--- src/rtl/clk_div_prog.sv ---
// Multi-channel programmable clock/strobe divider. Each channel has a
// run-time divisor that is swapped in only at a period boundary, and a shared sync restarts all channels in phase.
module clk_div_prog #(
    parameter int CHANNELS    = 4,
    parameter int WIDTH       = 16,
    parameter int DIV_DEFAULT = 8,
    parameter int CH_W        = (CHANNELS > 1) ? $clog2(CHANNELS) : 1
) (
    input  logic                clk_in,
    input  logic                sclr,
    input  logic [CHANNELS-1:0] en,
    input  logic                sync,
    input  logic                wr_en,
    input  logic [CH_W-1:0]     wr_ch,
    input  logic [WIDTH-1:0]    wr_div,
    output logic [CHANNELS-1:0] clk_out,
    output logic [CHANNELS-1:0] stb,
    output logic [CHANNELS-1:0] pend,
    output logic                wr_err
);
    localparam logic [CH_W:0]    LP_CH_LIM  = (CH_W+1)'(CHANNELS);
    localparam logic [WIDTH-1:0] LP_DIV_DEF = WIDTH'(DIV_DEFAULT);
    localparam logic [WIDTH-1:0] LP_DIV_MIN = WIDTH'(2);
    localparam logic [WIDTH-1:0] LP_ONE     = WIDTH'(1);

    // Length of the high phase: ceil(D/2), so odd divisors put the extra cycle high.
    function automatic logic [WIDTH-1:0] hi_len(input logic [WIDTH-1:0] d);
        return d - (d >> 1);
    endfunction

    logic [WIDTH-1:0]    r_cnt      [CHANNELS];
    logic [WIDTH-1:0]    r_act_div  [CHANNELS];
    logic [WIDTH-1:0]    r_pend_div [CHANNELS];
    logic [CHANNELS-1:0] r_pend_valid;
    logic [CHANNELS-1:0] r_clk_out;
    logic [CHANNELS-1:0] r_stb;
    logic                r_wr_err;

    logic                w_wr_ok;
    logic [CHANNELS-1:0] w_wr_hit;
    logic [CHANNELS-1:0] w_run;
    logic [CHANNELS-1:0] w_bound;
    logic [CHANNELS-1:0] w_apply;

    always_comb begin
        w_wr_ok  = wr_en && ({1'b0, wr_ch} < LP_CH_LIM) && (wr_div >= LP_DIV_MIN);
        w_wr_hit = '0;
        w_run    = '0;
        w_bound  = '0;
        w_apply  = '0;
        for (int i = 0; i < CHANNELS; i++) begin
            w_wr_hit[i] = w_wr_ok && (wr_ch == CH_W'(i));
            w_run[i]    = en[i] && !sync;
            w_bound[i]  = w_run[i] && (r_cnt[i] == r_act_div[i] - LP_ONE);
            // A pending divisor lands at a boundary, or at once while idle/syncing.
            w_apply[i]  = r_pend_valid[i] && (!w_run[i] || w_bound[i]);
        end
    end

    always_ff @(posedge clk_in) begin
        if (sclr) begin
            for (int i = 0; i < CHANNELS; i++) begin
                r_cnt[i]     <= '0;
                r_act_div[i] <= LP_DIV_DEF;
            end
            r_pend_valid <= '0;
            r_clk_out    <= '0;
            r_stb        <= '0;
            r_wr_err     <= 1'b0;
        end else begin
            r_wr_err <= wr_en && !w_wr_ok;
            for (int i = 0; i < CHANNELS; i++) begin
                if (w_run[i]) begin
                    r_clk_out[i] <= (r_cnt[i] < hi_len(r_act_div[i]));
                    r_stb[i]     <= (r_cnt[i] == '0);
                    r_cnt[i]     <= w_bound[i] ? '0 : r_cnt[i] + LP_ONE;
                end else begin
                    r_clk_out[i] <= 1'b0;
                    r_stb[i]     <= 1'b0;
                    r_cnt[i]     <= '0;
                end
                if (w_apply[i]) begin
                    r_act_div[i] <= r_pend_div[i];
                end
                // A same-edge write survives the load of the older value.
                if (w_wr_hit[i]) begin
                    r_pend_valid[i] <= 1'b1;
                end else if (w_apply[i]) begin
                    r_pend_valid[i] <= 1'b0;
                end
            end
        end
    end

    // Divisor payload only matters while pend_valid is set, so it carries no reset.
    always_ff @(posedge clk_in) begin
        for (int i = 0; i < CHANNELS; i++) begin
            if (w_wr_hit[i]) begin
                r_pend_div[i] <= wr_div;
            end
        end
    end

    assign clk_out = r_clk_out;
    assign stb     = r_stb;
    assign pend    = r_pend_valid;
    assign wr_err  = r_wr_err;

endmodule

--- config.mk ---
export PLATFORM = sky130hd
export DESIGN_NAME = clk_div_prog
export DESIGN_NICKNAME = d
export VERILOG_FILES = /design/src/rtl/clk_div_prog.sv
export SDC_FILE = /design/constraint.sdc
export NUM_CORES = 1
export LEC_CHECK = 0
export ABC_AREA = 1
export CAP_MARGIN = 0
export CORE_MARGIN = 3
export CORE_UTILIZATION = 60
export CTS_CLUSTER_DIAMETER = 40
export DETAILED_ROUTE_END_ITERATION = 8
export GPL_TIMING_DRIVEN = 0
export PLACE_DENSITY = 0.78
export RECOVER_POWER = 25
export SLEW_MARGIN = 25
export SYNTH_ARGS = -nofsm -noshare
export SYNTH_HDL_FRONTEND = slang
export SYNTH_SLANG_ARGS = --single-unit
--- constraint.sdc ---
create_clock -name clk_in -period 3.32 [get_ports clk_in]
set_input_delay 0.664 -clock clk_in [delete_from_list [all_inputs] [get_ports clk_in]]
set_output_delay 0.664 -clock clk_in [all_outputs]
set_load 0.05 [all_outputs]
==> results.md, run 1 <==
- Slew HR: 0.210
- Worst Max-Slew Pin Slew: between 1 and 1.5 ns
- Antenna Nets Post-Route: 0
- EDFF count, synth: 192
- Post-synthesis cell type count: 46
- Final worst slack: roughly 0.11 ns
- Share of flip-flops with an asynchronous set or reset: 0
- Worst Path Arrival: between 3 and 4 ns
- All-Layer GR Usage: 0.247
- Worst Hold Endpoint: r_act_div[0][3]$_SDFFCE_PN1P_
- Register area share after synthesis: 0.365
- H-tree depth: 1
- Crit Path Max Fanout: 16
- Worst Reg-to-Reg Cells: 19
- Initial core utilization: 0.611
- CTS Root Cell: clkbuf_16
- Initial antenna violation count: 0
- Clock-pin slew on the worst setup and hold paths: ~0.060 ns
- Leak Pwr: 8.98 nW
- Worst Skew: approximately 0.014 ns
- TritonCTS clock tree: built
- Final Hold Fails: 0
- Hold Path Depth: 2
- Initial DRC Count: just over 900
- Via-per-instance ratio: 5.23
- I/O Pins: 39
- Cell area after synthesis: ~0.017 mm2
- Cts bufs inserted: 31
- CP max stage delay: between 0.6 and 0.7 ns
- Layout cells sized above 1: 0.0736
- R2R Setup Slk: about 0.16 ns
- Fillers: 2170
- P&R area growth vs syn: 13.9%
- Post-Route WL: roughly 37000 um
- CP max-delay cell: clkdlybuf4s50_1
- HP Start: r_pend_div[0][3]$_DFFE_PP_
- Core Area: approximately 0.027 mm2
- Clock sinks: 205
- Fmax achieved: approximately 0.31 GHz
- Critical setup path kind: input pin to register
- Slew Viols, Final: 0
- Finished Cell Area: about 0.019 mm2
- Hold_ws: between 0.5 and 0.6 ns
- Place WS: -0.387 ns
- Synth Register Bits: approximately 200
- Critical Path RT: 3.45 ns
- PwrDens: around 400 mW/mm2
- Unrepaired setup endpoints after global routing: yes
- Critical path endpoint category: register
- Hold-fix buffers, CTS: 0
- Crit path launch type: input pin
- Die width: 172 um
- Clock Path Buffers: 3
- Global-route wire length before repair: a little under 60000 um
- Max-cap violations: 0
- Synthesis warning total: 0
- Prevailing post-synth register cell: edfxtp_1
- Via Count: ~13000
- GRT overflow: 0
- Detailed-route DRC error count: 0
- Diode count: 0
- Gpl congestion: 0.905
- R2r endpoint: clk_out[3]$_SDFF_PP0_
- Clock latency on the worst-skew pair: 0.56 ns
- DP Wirelength: 29300 um
- Worst r2r src: r_act_div[3][0]$_SDFFCE_PN0P_
- Hold Crit Class: register to register
- Final core occ: 0.696
- Nets: 2407
- Outcome: complete, no violations
- Crit share post-route: 0.965
- Max IR drop VDD: 373 uV
- Synthesized instance count: ~2000
- Die footprint: between 0.02 and 0.03 mm2
- Vias in the first global route: roughly 12000
- # rows: 60
- Min Clock Period, post-route: around 3.2 ns
- PortBufs: 38
- Crit path cell chain: clkdlybuf4s50_1 > inv_1 > buf_2 > clkbuf_1 > nand2_1
- Largest net degree at the start of global routing: 17
- Final Setup Violations: 0
- Routed len/inst: between 10 and 15 um
- Placed cell areas: around 0.018 mm2
- Die height: approximately 170 um
- Avg Inst Size Synth: 8.27 um2
- First drt pass iteration count: 5
[cell usage in the layout, fill, tap and decap left out, types with 15 or more instances in the layout]
master           Yosys  final
inv_1              380    371
nand2_1            335    332
nor2_1             226    223
ha_1               225    223
edfxtp_1           192    192
xor2_1             122    122
nand3_1            108    108
a21oi_1            116    107
conb_1               1     64
xnor2_1             48     48
o21ai_0             50     44
nand4_1             36     36
clkbuf_16            0     31
clkdlybuf4s50_1      0     21
nor3_1              21     20
buf_4                0     20
dlygate4sd3_1        0     17
nor4_1              15     15
[final cells by class]
class | instances | area (um2) | share of cell area
plain buffers | 17 | 108 | 0.00572
clock buffers | 34 | 787 | 0.0418
clock inverters | 22 | 196 | 0.0104
inverters | 380 | 1430 | 0.0759
multi-input cells | 1459 | 9320 | 0.495
flip-flops and latches | 205 | 6030 | 0.320
well taps | 341 | 427 | 0.0227
repair buffers | 58 | 531 | 0.0282
[per-layer routing]
metal  up-vias  part of all wire  track usage
met5         -                 0            0
met4         0             0.026       0.0680
met3        65             0.058       0.0380
met2       301              0.46        0.415
met1      6080              0.45        0.334
li1       6713                 -            -
[stage by stage]
stage,setup TNS (ns),power (mW),cells
after detailed placement,-24.19,4.51,2444
final,0,7.61,2516
after CTS,0,7.61,2501
after global routing,-0.0979,8.00,2516
after global placement,-39.01,4.46,2440
after floorplan,0,4.14,2061
[flip-flops by register name, summed over array words and instances (netlist names)]
name and count:
clk_out 4, pend 4, r_act_div 64, r_cnt 64, r_pend_div 64, stb 4, wr_err 1
[worst max-delay path, delay by kind of cell]
kind                   cells  cell delay, ns
buffers and inverters      4            2.05
AND/OR/NAND/NOR            1            0.60
[Yosys cell counts, types with 5 or more instances]
master,instances,share of area
a21boi_0,7,0.0032
a21oi_1,116,0.035
and3_1,5,0.0019
buf_2,6,0.0018
clkbuf_2,5,0.0015
dfxtp_1,13,0.016
edfxtp_1,192,0.35
ha_1,225,0.17
inv_1,380,0.086
nand2_1,335,0.076
nand3_1,108,0.033
nand3b_1,6,0.0027
nand4_1,36,0.014
nor2_1,226,0.051
nor2_2,10,0.0038
nor3_1,21,0.0064
nor4_1,15,0.0057
o211ai_1,8,0.0036
o21ai_0,50,0.015
o21bai_1,5,0.0023
o31ai_1,6,0.0027
or2_2,6,0.0023
xnor2_1,48,0.025
xor2_1,122,0.065
[timing repair]
item | CTS | global route
gates resized for setup | 9 | 38
buffers inserted | 1 | 15
pin swaps | 1 | 11
setup endpoints to repair | 3 | 68
gates cloned | 0 | 0
[power by group]
| part | internal [mW] | total [mW] | leakage [nW] | switching [mW] |
|---|---|---|---|---|
| Sequential | 2.95 | 3.07 | 2.01 | 0.120 |
| Clock | 1.82 | 3.07 | 0.473 | 1.25 |
| Combinational | 0.568 | 1.46 | 6.50 | 0.895 |
[worst max path at each step]
stage / slack (ns) / cells past startpoint / from / to
floorplan: 0.33 / 16 / r_act_div[3][2]$_SDFFCE_PN0P_ / clk_out[3]$_SDFF_PP0_
global placement: -0.35 / 5 / wr_div[10] / r_pend_div[1][0]$_DFFE_PP_
detailed placement: -0.39 / 5 / sclr / r_act_div[1][13]$_SDFFCE_PN0P_
CTS: 0.006 / 14 / r_act_div[1][2]$_SDFFCE_PN0P_ / clk_out[1]$_SDFF_PN0_
global route: -0.1 / 19 / r_act_div[3][0]$_SDFFCE_PN0P_ / clk_out[3]$_SDFF_PP0_
finish: 0.11 / 5 / sclr / r_act_div[2][14]$_SDFFCE_PN0P_
[logic make-up (layout without fill, tap and decap cells)]
| logic type | after synthesis | in the layout | share of synthesized area |
|---|---|---|---|
| simple gates | 787 | 787 | 0.207 |
| buf+inv | 397 | 511 | 0.0929 |
| fa+ha+maj | 229 | 229 | 0.175 |
| compound gates | 209 | 209 | 0.0700 |
| flops | 205 | 205 | 0.365 |
| xor+xnor | 170 | 170 | 0.0901 |
| other cells | 1 | 64 | 0.000227 |
(Power assumes the default switching activity.)
==> run 2, diff against run 1 <==
--- a/config.mk
+++ b/config.mk
@@ -6,7 +6,6 @@
 export NUM_CORES = 1
 export LEC_CHECK = 0
 export ABC_AREA = 1
-export CAP_MARGIN = 0
 export CORE_MARGIN = 3
 export CORE_UTILIZATION = 60
 export CTS_CLUSTER_DIAMETER = 40
==> results of run 2 <==
The final DEF is identical to that of run 1; final timing and power are the same.
==> run 3, diff against run 2 <==
--- a/config.mk
+++ b/config.mk
@@ -11,7 +11,7 @@
 export CTS_CLUSTER_DIAMETER = 40
 export DETAILED_ROUTE_END_ITERATION = 8
 export GPL_TIMING_DRIVEN = 0
-export PLACE_DENSITY = 0.78
+export PLACE_DENSITY = 0.77
 export RECOVER_POWER = 25
 export SLEW_MARGIN = 25
 export SYNTH_ARGS = -nofsm -noshare
==> results.md, run 3 (synthesis results as in run 1) <==
- I/O Pins: 39 (unchanged)
- Hold Crit Class: register to register (unchanged)
- Crit Path Max Fanout: 3 (was 16)
- Die width: 172 um (unchanged)
- Via-per-instance ratio: 5.25 (was 5.23)
- All-Layer GR Usage: 0.250 (was 0.247)
- CP max stage delay: 0.43 ns (was 0.68 ns)
- Crit path launch type: register (was input pin)
- Regs by FF count: r_act_div: 64 flops, r_cnt: 64 flops, r_pend_div: 64 flops (unchanged)
- P&R area growth vs syn: 14.6% (was 13.9%)
- Critical Path RT: 3.76 ns (was 3.45 ns)
- Largest net degree at the start of global routing: 17 (unchanged)
- Diode count: 0 (unchanged)
- Initial DRC Count: 886 (was 910)
- Final core occ: 0.700 (was 0.696)
- Nets: 2410 (was 2407)
- Max-cap violations: 0 (unchanged)
- Core Area: 0.0270 mm2 (unchanged)
- Detailed-route DRC error count: 0 (unchanged)
- Fmax achieved: 0.313 GHz (was 0.312 GHz)
- Worst Skew: 0.0150 ns (was 0.0143 ns)
- Critical path endpoint category: register (unchanged)
- Clock latency on the worst-skew pair: 0.56 ns (about the same)
- Wire length on met1: 16300 um (was 16800 um)
- Leak Pwr: 9.03 nW (was 8.98 nW)
- Clk pwr share: 0.418 (was 0.404)
- Max IR drop VDD: 483 uV (was 373 uV)
- Post-Route WL: 37400 um (was 37100 um)
- Sequential fraction of design power: 0.393 (was 0.404)
- Layout cells sized above 1: 0.0743 (was 0.0736)
- Hold_ws: 0.540 ns (was 0.533 ns)
- CP max-delay cell: edfxtp_1 (was clkdlybuf4s50_1)
- Clock Path Buffers: 3 (unchanged)
- Outcome: complete, no violations (unchanged)
- Crit path cell chain: inv_2 > ha_2 > inv_1 > fa_1 > nand3_1 > nand2_2 > a21oi_4 > inv_1 > nand2_1 > nand2_1 > a21oi_2 > o21ai_0 > xor2_1 > ha_1 > nand2_1 > nor2_2 > nand2_1 > o211a_1 > and3_1 (was clkdlybuf4s50_1 > inv_1 > buf_2 > clkbuf_1 > nand2_1)
- Total power: 7.80 mW (was 7.61 mW)
- Die height: 172 um (unchanged)
- Area taken by multi-input logic gates: 0.00933 mm2 (was 0.00932 mm2)
- Global-route wire length before repair: 60000 um (was 58900 um)
- Slew Viols, Final: 0 (unchanged)
- Hold-fix buffers, CTS: 0 (unchanged)
- Unrepaired setup endpoints after global routing: yes (unchanged)
- Clock-pin slew on the worst setup and hold paths: 0.06 ns (about the same)
- Comb pwr share: 0.189 (was 0.192)
- DP Wirelength: 29000 um (was 29300 um)
- Via Count: 13221 (was 13159)
- First drt pass iteration count: 5 (unchanged)
- Min Clock Period, post-route: 3.20 ns (was 3.21 ns)
- Antenna Nets Post-Route: 0 (unchanged)
- Vias in the first global route: 12698 (was 12281)
- Final worst slack: 0.125 ns (was 0.115 ns)
- PortBufs: 38 (unchanged)
- Crit share post-route: 0.962 (was 0.965)
- Initial antenna violation count: 0 (unchanged)
- Hold Path Depth: 2 (unchanged)
- Place WS: -0.281 ns (was -0.387 ns)
- WL met2: 17900 um (was 17200 um)
- TritonCTS clock tree: built (unchanged)
- CTS Root Cell: clkbuf_16 (unchanged)
- GRT overflow: 0 (unchanged)
- H-tree depth: 1 (unchanged)
- Worst Max-Slew Pin Slew: 1.20 ns (was 1.18 ns)
- Worst Path Arrival: 3.63 ns (was 3.33 ns)
- Worst Reg-to-Reg Cells: 19 (unchanged)
- Initial core utilization: 0.611 (unchanged)
- Sw Ratio: 0.285 (was 0.298)
- Clock sinks: 205 (unchanged)
- Critical setup path kind: register to register (was input pin to register)
- Power Internal: 5.58 mW (was 5.34 mW)
- Commonest non-fill, non-tap cell in the layout: inv_1 (unchanged)
- Slew HR: 0.192 (was 0.210)
- Final Setup Violations: 0 (unchanged)
- Die footprint: 0.0296 mm2 (unchanged)
- Met3 wire length: 2530 um (was 2150 um)
- Switching pwr: 2.22 mW (was 2.27 mW)
- Final Hold Fails: 0 (unchanged)
- Most used cell, CP: nand2_1
- DR top layer: met4 (unchanged)
- # rows: 60 (unchanged)
- Routed len/inst: 14.8 um (was 14.7 um)
- Cts bufs inserted: 30 (was 31)
- Fillers: 2185 (was 2170)
- Total area of sequential cells: 0.00603 mm2 (unchanged)
- Gpl congestion: 0.969 (was 0.905)
- Most frequent cells in the layout: 371 x inv_1, 331 x nand2_1, 223 x nor2_1, 222 x ha_1, 192 x edfxtp_1 (was 371 x inv_1, 332 x nand2_1, 223 x nor2_1, 223 x ha_1, 192 x edfxtp_1)
- PwrDens: 412 mW/mm2 (was 404 mW/mm2)
run 3: changes by cell type in the layout (fill, tap and decap cells not counted), sizes merged:
cell      change
inv           -2
clkinv        -1
buf           +4
clkbuf        +2
bufinv        +3
clkinvlp      -2
run 3: worst paths after layout:
kind	from	endpoint	slack, ns
worst min-delay path	r_pend_div[0][2]$_DFFE_PP_	r_act_div[0][2]$_SDFFCE_PN0P_	0.54
worst min register to register	r_pend_div[0][2]$_DFFE_PP_	r_act_div[0][2]$_SDFFCE_PN0P_	0.54
worst max-delay path	r_act_div[0][0]$_SDFFCE_PN0P_	clk_out[0]$_SDFF_PN0_	0.12
worst max register to register	r_act_div[0][0]$_SDFFCE_PN0P_	clk_out[0]$_SDFF_PN0_	0.12
run 3: area by class of cell:
cell class,instances,area share
buffer,17,0.00569
multi-input combinational,1459,0.493
inverter,380,0.0754
clock buffer,36,0.0424
tap,341,0.0225
clock inverter,20,0.0132
timing repair buffer,62,0.0296
sequential,205,0.318
run 3: per-layer routing:
layer,up-vias,global-route usage
met4,0,0.0541
met3,44,0.0375
met5,-,0
met1,6073,0.336
li1,6730,-
met2,374,0.431
run 3: power by group through the flow:
| stage | clock network (mW) | registers, mW | logic (mW) |
|---|---|---|---|
| floorplan | 0 | 3.10 | 1.05 |
| global placement | 0 | 3.12 | 1.33 |
| detailed placement | 0 | 3.12 | 1.39 |
| CTS | 3.31 | 3.07 | 1.42 |
| global route | 3.43 | 3.08 | 1.68 |
| finish | 3.26 | 3.07 | 1.48 |
run 3: through the flow:
step | std cells | cell area [um2] | TNS (ns)
finish | 2520 | 18900 | 0
global route | 2520 | 18900 | -0.153
CTS | 2501 | 18700 | 0
detailed placement | 2444 | 17600 | -16.58
global placement | 2440 | 17600 | -33.39
floorplan | 2061 | 16800 | 0
run 3: worst max-delay path: cells and delay by family, from the launching register on:
kind | cells | cell delay (ns)
AO/OA/AOI/OAI | 4 | 0.63
XOR/XNOR | 1 | 0.17
AND/OR/NAND/NOR | 8 | 0.78
adder cells (fa/ha/maj) | 3 | 0.86
buffers and inverters | 3 | 0.19
flip-flops | 1 | 0.43
run 3: timing repair:
action                     4_1_cts  5_1_grt
setup buffers                    1       19
gates resized for setup          9       39
setup endpoints to repair        4       55
pin swaps                        1       13
